==> config.mk <==
export PLATFORM = sky130hd
export DESIGN_NAME = uart_rx
export DESIGN_NICKNAME = d
export VERILOG_FILES = /design/src/rtl/uart_pkg.sv /design/src/rtl/uart_sync_2ff.sv /design/src/rtl/uart_rx.sv
export SDC_FILE = /design/constraint.sdc
export NUM_CORES = 1
export LEC_CHECK = 0
export CAP_MARGIN = 20
export CORE_MARGIN = 3
export CORE_UTILIZATION = 40
export CTS_CLUSTER_DIAMETER = 30
export DETAILED_ROUTE_END_ITERATION = 16
export MAX_ROUTING_LAYER = met4
export PLACE_DENSITY_LB_ADDON = 0.12
export SYNTH_ARGS = -nofsm -noshare
export SYNTH_HDL_FRONTEND = slang
export SYNTH_SLANG_ARGS = --single-unit
==> constraint.sdc <==
create_clock -name i_clk -period 2.2 [get_ports i_clk]
set_input_delay 0.44 -clock i_clk [delete_from_list [all_inputs] [get_ports i_clk]]
set_output_delay 0.44 -clock i_clk [all_outputs]
set_load 0.005 [all_outputs]
==> src/rtl/uart_pkg.sv <==
// Shared definitions for the UART receive path: FSM state encoding and
// oversampling constants.
package uart_pkg;

  typedef enum logic [1:0] {
    ST_IDLE  = 2'd0,
    ST_START = 2'd1,
    ST_DATA  = 2'd2,
    ST_STOP  = 2'd3
  } state_t;

  localparam int OVERSAMPLE = 16;
  localparam int MID_START  = 7;

endpackage

==> src/rtl/uart_sync_2ff.sv <==
// Two-flop synchroniser for an asynchronous single-bit input.
// RESET_VAL sets the flops' value under reset (idle level of the line).
module uart_sync_2ff #(
  parameter logic RESET_VAL = 1'b1
) (
  input  logic i_clk,
  input  logic i_reset,
  input  logic i_d,
  output logic o_q
);

  logic meta_q;
  logic sync_q;

  always_ff @(posedge i_clk) begin
    if (i_reset) begin
      meta_q <= RESET_VAL;
      sync_q <= RESET_VAL;
    end else begin
      meta_q <= i_d;
      sync_q <= meta_q;
    end
  end

  assign o_q = sync_q;

endmodule

==> src/rtl/uart_rx.sv <==
// 8N1 UART receiver driven by a 16x oversampling tick. Emits a one-cycle
// done strobe per frame with the received byte and a framing-error flag.
module uart_rx
  import uart_pkg::*;
#(
  parameter int NB_DATA     = 8,
  parameter int SB_TICKS    = 16,
  parameter int NB_TICK_CNT = 5,
  parameter int NB_BIT_CNT  = 3
) (
  input  logic               i_clk,
  input  logic               i_reset,
  input  logic               i_rx,
  input  logic               i_tick,
  output logic [NB_DATA-1:0] o_data,
  output logic               o_rx_done,
  output logic               o_frame_err,
  output logic               o_busy
);

  localparam logic [NB_TICK_CNT-1:0] TICK_MID  = NB_TICK_CNT'(MID_START);
  localparam logic [NB_TICK_CNT-1:0] TICK_BIT  = NB_TICK_CNT'(OVERSAMPLE - 1);
  localparam logic [NB_TICK_CNT-1:0] TICK_STOP = NB_TICK_CNT'(SB_TICKS - 1);
  localparam logic [NB_BIT_CNT-1:0]  BIT_LAST  = NB_BIT_CNT'(NB_DATA - 1);

  logic rx_s;

  uart_sync_2ff #(
    .RESET_VAL(1'b1)
  ) u_sync (
    .i_clk  (i_clk),
    .i_reset(i_reset),
    .i_d    (i_rx),
    .o_q    (rx_s)
  );

  state_t                 state_q,    state_d;
  logic [NB_TICK_CNT-1:0] tick_cnt_q, tick_cnt_d;
  logic [NB_BIT_CNT-1:0]  bit_cnt_q,  bit_cnt_d;
  logic [NB_DATA-1:0]     shift_q,    shift_d;
  logic [NB_DATA-1:0]     data_q,     data_d;
  logic                   done_q,     done_d;
  logic                   ferr_q,     ferr_d;

  always_comb begin
    state_d    = state_q;
    tick_cnt_d = tick_cnt_q;
    bit_cnt_d  = bit_cnt_q;
    shift_d    = shift_q;
    data_d     = data_q;
    done_d     = 1'b0;
    ferr_d     = ferr_q;

    unique case (state_q)
      ST_IDLE: begin
        // Start detection does not wait for a tick.
        if (!rx_s) begin
          state_d    = ST_START;
          tick_cnt_d = '0;
        end
      end
      ST_START: begin
        if (i_tick) begin
          if (tick_cnt_q == TICK_MID) begin
            if (!rx_s) begin
              state_d    = ST_DATA;
              tick_cnt_d = '0;
              bit_cnt_d  = '0;
            end else begin
              state_d = ST_IDLE;
            end
          end else begin
            tick_cnt_d = tick_cnt_q + 1'b1;
          end
        end
      end
      ST_DATA: begin
        if (i_tick) begin
          if (tick_cnt_q == TICK_BIT) begin
            shift_d    = {rx_s, shift_q[NB_DATA-1:1]};
            tick_cnt_d = '0;
            if (bit_cnt_q == BIT_LAST) begin
              state_d = ST_STOP;
            end else begin
              bit_cnt_d = bit_cnt_q + 1'b1;
            end
          end else begin
            tick_cnt_d = tick_cnt_q + 1'b1;
          end
        end
      end
      ST_STOP: begin
        if (i_tick) begin
          if (tick_cnt_q == TICK_STOP) begin
            state_d = ST_IDLE;
            done_d  = 1'b1;
            data_d  = shift_q;
            ferr_d  = ~rx_s;
          end else begin
            tick_cnt_d = tick_cnt_q + 1'b1;
          end
        end
      end
      default: state_d = ST_IDLE;
    endcase
  end

  always_ff @(posedge i_clk) begin
    if (i_reset) begin
      state_q    <= ST_IDLE;
      tick_cnt_q <= '0;
      bit_cnt_q  <= '0;
      shift_q    <= '0;
      data_q     <= '0;
      done_q     <= 1'b0;
      ferr_q     <= 1'b0;
    end else begin
      state_q    <= state_d;
      tick_cnt_q <= tick_cnt_d;
      bit_cnt_q  <= bit_cnt_d;
      shift_q    <= shift_d;
      data_q     <= data_d;
      done_q     <= done_d;
      ferr_q     <= ferr_d;
    end
  end

  assign o_data      = data_q;
  assign o_rx_done   = done_q;
  assign o_frame_err = ferr_q;
  assign o_busy      = (state_q != ST_IDLE);

endmodule

==> impl_metrics.ini, run 1 <==
[place]
place_congestion = 0.8920
hpwlAfterDp_um = 1910
numPortBuffers = 14

[worst_setup_path]
crit_slowest_cell = clkdlybuf4s50_1
endpoint_kind = output port
startpoint = state_q[0]$_SDFFE_PP0P_
r2r-end = bit_cnt_q[0]$_SDFFE_PP0P_
r2r-start = bit_cnt_q[0]$_SDFFE_PP0P_
criticalPathCategory = flop to output port
r2r_cells = 6
slowest_delay_ns = 0.51
crit_fanout = 10
critPathRequiredTime_ns = 1.76
r2r_setup_slack_ns = 0.40
startpoint_type = flop
critPathArrivalTime_ns = 1.53
worstPathCellList = inv_1, nand2_1, clkdlybuf4s50_1

[timing]
finalCritPeriodShare_pct = 89.44
hold_violations = 0
clock.fmax_ghz = 0.5082
drv_slew = 0
setup_viol = 0
skew_ns = 0.009586
whs_ns = 0.4170
rsz0062_at_grt = false
worst_slew_pin_slew_ns = 0.3863
layout_min_cycle_time_ns = 1.968
relSlewSlack_pct = 74.21
fin_tns_setup_ns = 0

[routing]
drtPass1Iterations = 4
vias_per_cell = 5.327
drc = 0
avgRoutedWirePerCell_um = 13.27
ant_nets = 0
drt_iter0_drc = 36
wl_um = 2721
vias = 1092

[die]
core-area_um2 = 3203
num_rows = 20
die_w_um = 65.38
die_area_um2 = 4274
initial_utilization_pct = 44.02
die_h_um = 65.38
io_pins = 15

[grt]
grt_max_degree = 32
grt.total_usage_pct = 14.99
grt_overflow_total = 0
grt_pass1_vias = 1003
grt_pass1_wl_um = 4781
antenna_found_initial = 0

[clock_network]
cts_resized = 0
clock-sinks = 30
tritoncts = done
insertion_delay_ns = 0.32
h-tree-depth = 2
cts_buffer_depth = 2
cts_setup_buffers = 0
cts_root_buffer = clkbuf_4
hold_buffers = 0
clkTransAtPathRegs_ns = 0.09
cts_buffers = 5

[synth]
synth_fp_nets = 152
synth_cell_types = 44
synth_ff_type = dfxtp_1
synth_seq_cells = 30
yosys_warnings = 0
synth-edff-count = 0
seq_area_frac_synth_pct = 42.59
synth.avg_cell_area_um2 = 9.792
synth_area_um2 = 1410
async_flop_share_pct = 0
syn_inst = 144

[job]
maxCapViolations = 0

[cells_and_area]
num-fill-cells = 343
drive_gt1_share_pct = 12.42
multi_input_area_um2 = 715.7
areaGrowthSynthToFinish_pct = 16.06
final_nets = 169
seq_area_um2 = 603.1
antennaDiodeCount = 0

[worst_hold_path]
hold_path.class = flop to flop
hold_path.startpoint = u_sync.meta_q$_SDFF_PP1_
hold_depth = 1
min_to = u_sync.o_q$_SDFF_PP1_

[run_status]
status = finished, final reports clean

[power_and_ir_drop]
ir_worst_vdd_v = 0.0004074
total_leakage_power_nw = 0.6136
power_density_nw_per_um2 = 632.3
==> per-stage QoR <==
stage	power, mW	std cells	area, µm²	util [%]	setup slack [ns]
2_1_floorplan	0.5920	144	1410	-	0.5252
3_3_place_gp	0.6020	198	1553	48.48	0.2371
3_5_place_dp	0.6031	198	1553	48.48	0.1703
4_1_cts	1.049	205	1634	51.02	0.07795
5_1_grt	1.086	205	1637	51.09	0.1064
6_report	1.035	205	1637	51.09	0.2322
==> state kept, by name, indices dropped and copies added, names as in the netlist, named ones only <==
signal,cells
o_rx_done,1
shift_q,8
state_q,1
u_sync.o_q,1
u_sync.meta_q,1
o_data,8
o_frame_err,1
tick_cnt_q,5
bit_cnt_q,3
==> area by class of cell <==
class / count / area share (%)
Timing Repair Buffer: 18 / 10.40
Multi-Input combinational cell: 103 / 43.73
Tap cell: 44 / 3.364
Sequential cell: 30 / 36.85
Inverter: 3 / 0.6881
Clock inverter: 1 / 1.835
Clock buffer: 6 / 3.135
==> cells in the mapped netlist (2+ instances only) <==
master | number | area, µm²
dfxtp_1 | 30 | 600.6
nor2_1 | 22 | 82.58
inv_1 | 3 | 11.26
nand2_1 | 4 | 15.01
or3_1 | 2 | 12.51
a21oi_1 | 7 | 35.03
mux2i_1 | 16 | 160.2
a211oi_1 | 3 | 22.52
or3b_1 | 2 | 17.52
nor3_1 | 2 | 10.01
or4_1 | 2 | 15.01
o21ai_0 | 7 | 35.03
ha_1 | 4 | 50.05
nand2b_1 | 4 | 25.02
or2_2 | 2 | 12.51
nand3_1 | 3 | 15.01
clkbuf_8 | 4 | 55.05
==> worst max-delay path by stage <==
stage                                      end  slack (ns)  cells past startpoint
detailed placement  tick_cnt_q[0]$_SDFFE_PP0P_        0.17                      5
CTS                                     o_busy        0.08                      3
floorplan            bit_cnt_q[0]$_SDFFE_PP0P_        0.53                      6
global placement     bit_cnt_q[2]$_SDFFE_PP0P_        0.24                      5
finish                                  o_busy        0.23                      3
global route                            o_busy        0.11                      3
==> cell families (layout without fill, tap and decap cells) <==
| logic type | after synthesis | after routing | share of synthesized area (%) |
|---|---|---|---|
| AND/OR/NAND/NOR | 52 | 52 | 20.76 |
| AO/OA/AOI/OAI | 30 | 30 | 14.46 |
| flip-flops | 30 | 30 | 42.59 |
| multiplexers | 16 | 16 | 11.36 |
| buffers and inverters | 11 | 28 | 6.654 |
| adder cells (fa/ha/maj) | 4 | 4 | 3.549 |
| XOR/XNOR | 1 | 1 | 0.6212 |
==> worst max-delay path: cells and delay by family (launching register included) <==
family,cells,cell delay [ns]
buffers and inverters,2,0.67
DFF,1,0.42
and+or+nand+nor,1,0.12
==> per-layer routing <==
metal | vias up | track usage, % | wire length, µm
li1 | 556 | - | -
met1 | 507 | 19.32 | 1312
met2 | 25 | 21.74 | 1263
met3 | 4 | 5.641 | 108
met4 | 0 | 4.663 | 36
met5 | - | - | 0
==> placed cells by master, fill, tap and decap left out, drive strengths merged, types with 2 or more instances in the layout <==
cell type	netlist	layout
or4	2	2
or2	2	2
clkdlybuf4s50	0	14
dfxtp	30	30
clkbuf	5	6
and4bb	2	2
buf	3	4
a21oi	7	7
nor3	2	2
mux2i	16	16
nor2	22	22
ha	4	4
or3b	2	2
or3	2	2
nand2	4	4
nand3	3	3
inv	3	3
o21ai	7	7
nand2b	4	4
a211oi	3	3
==> power breakdown <==
| group | switching, mW | total [mW] | internal, mW |
|---|---|---|---|
| Clock | 0.180 | 0.444 | 0.265 |
| Combinational | 0.0222 | 0.0400 | 0.0178 |
| Sequential | 0.00426 | 0.550 | 0.546 |
No activity file was read; power rests on OpenSTA's default activity.
==> inputs of run 2 (changes only) <==
CTS_CLUSTER_SIZE = 28   (was default)
==> results of run 2 <==
Same layout as run 1: the final DEF is identical, and so are final timing and power.
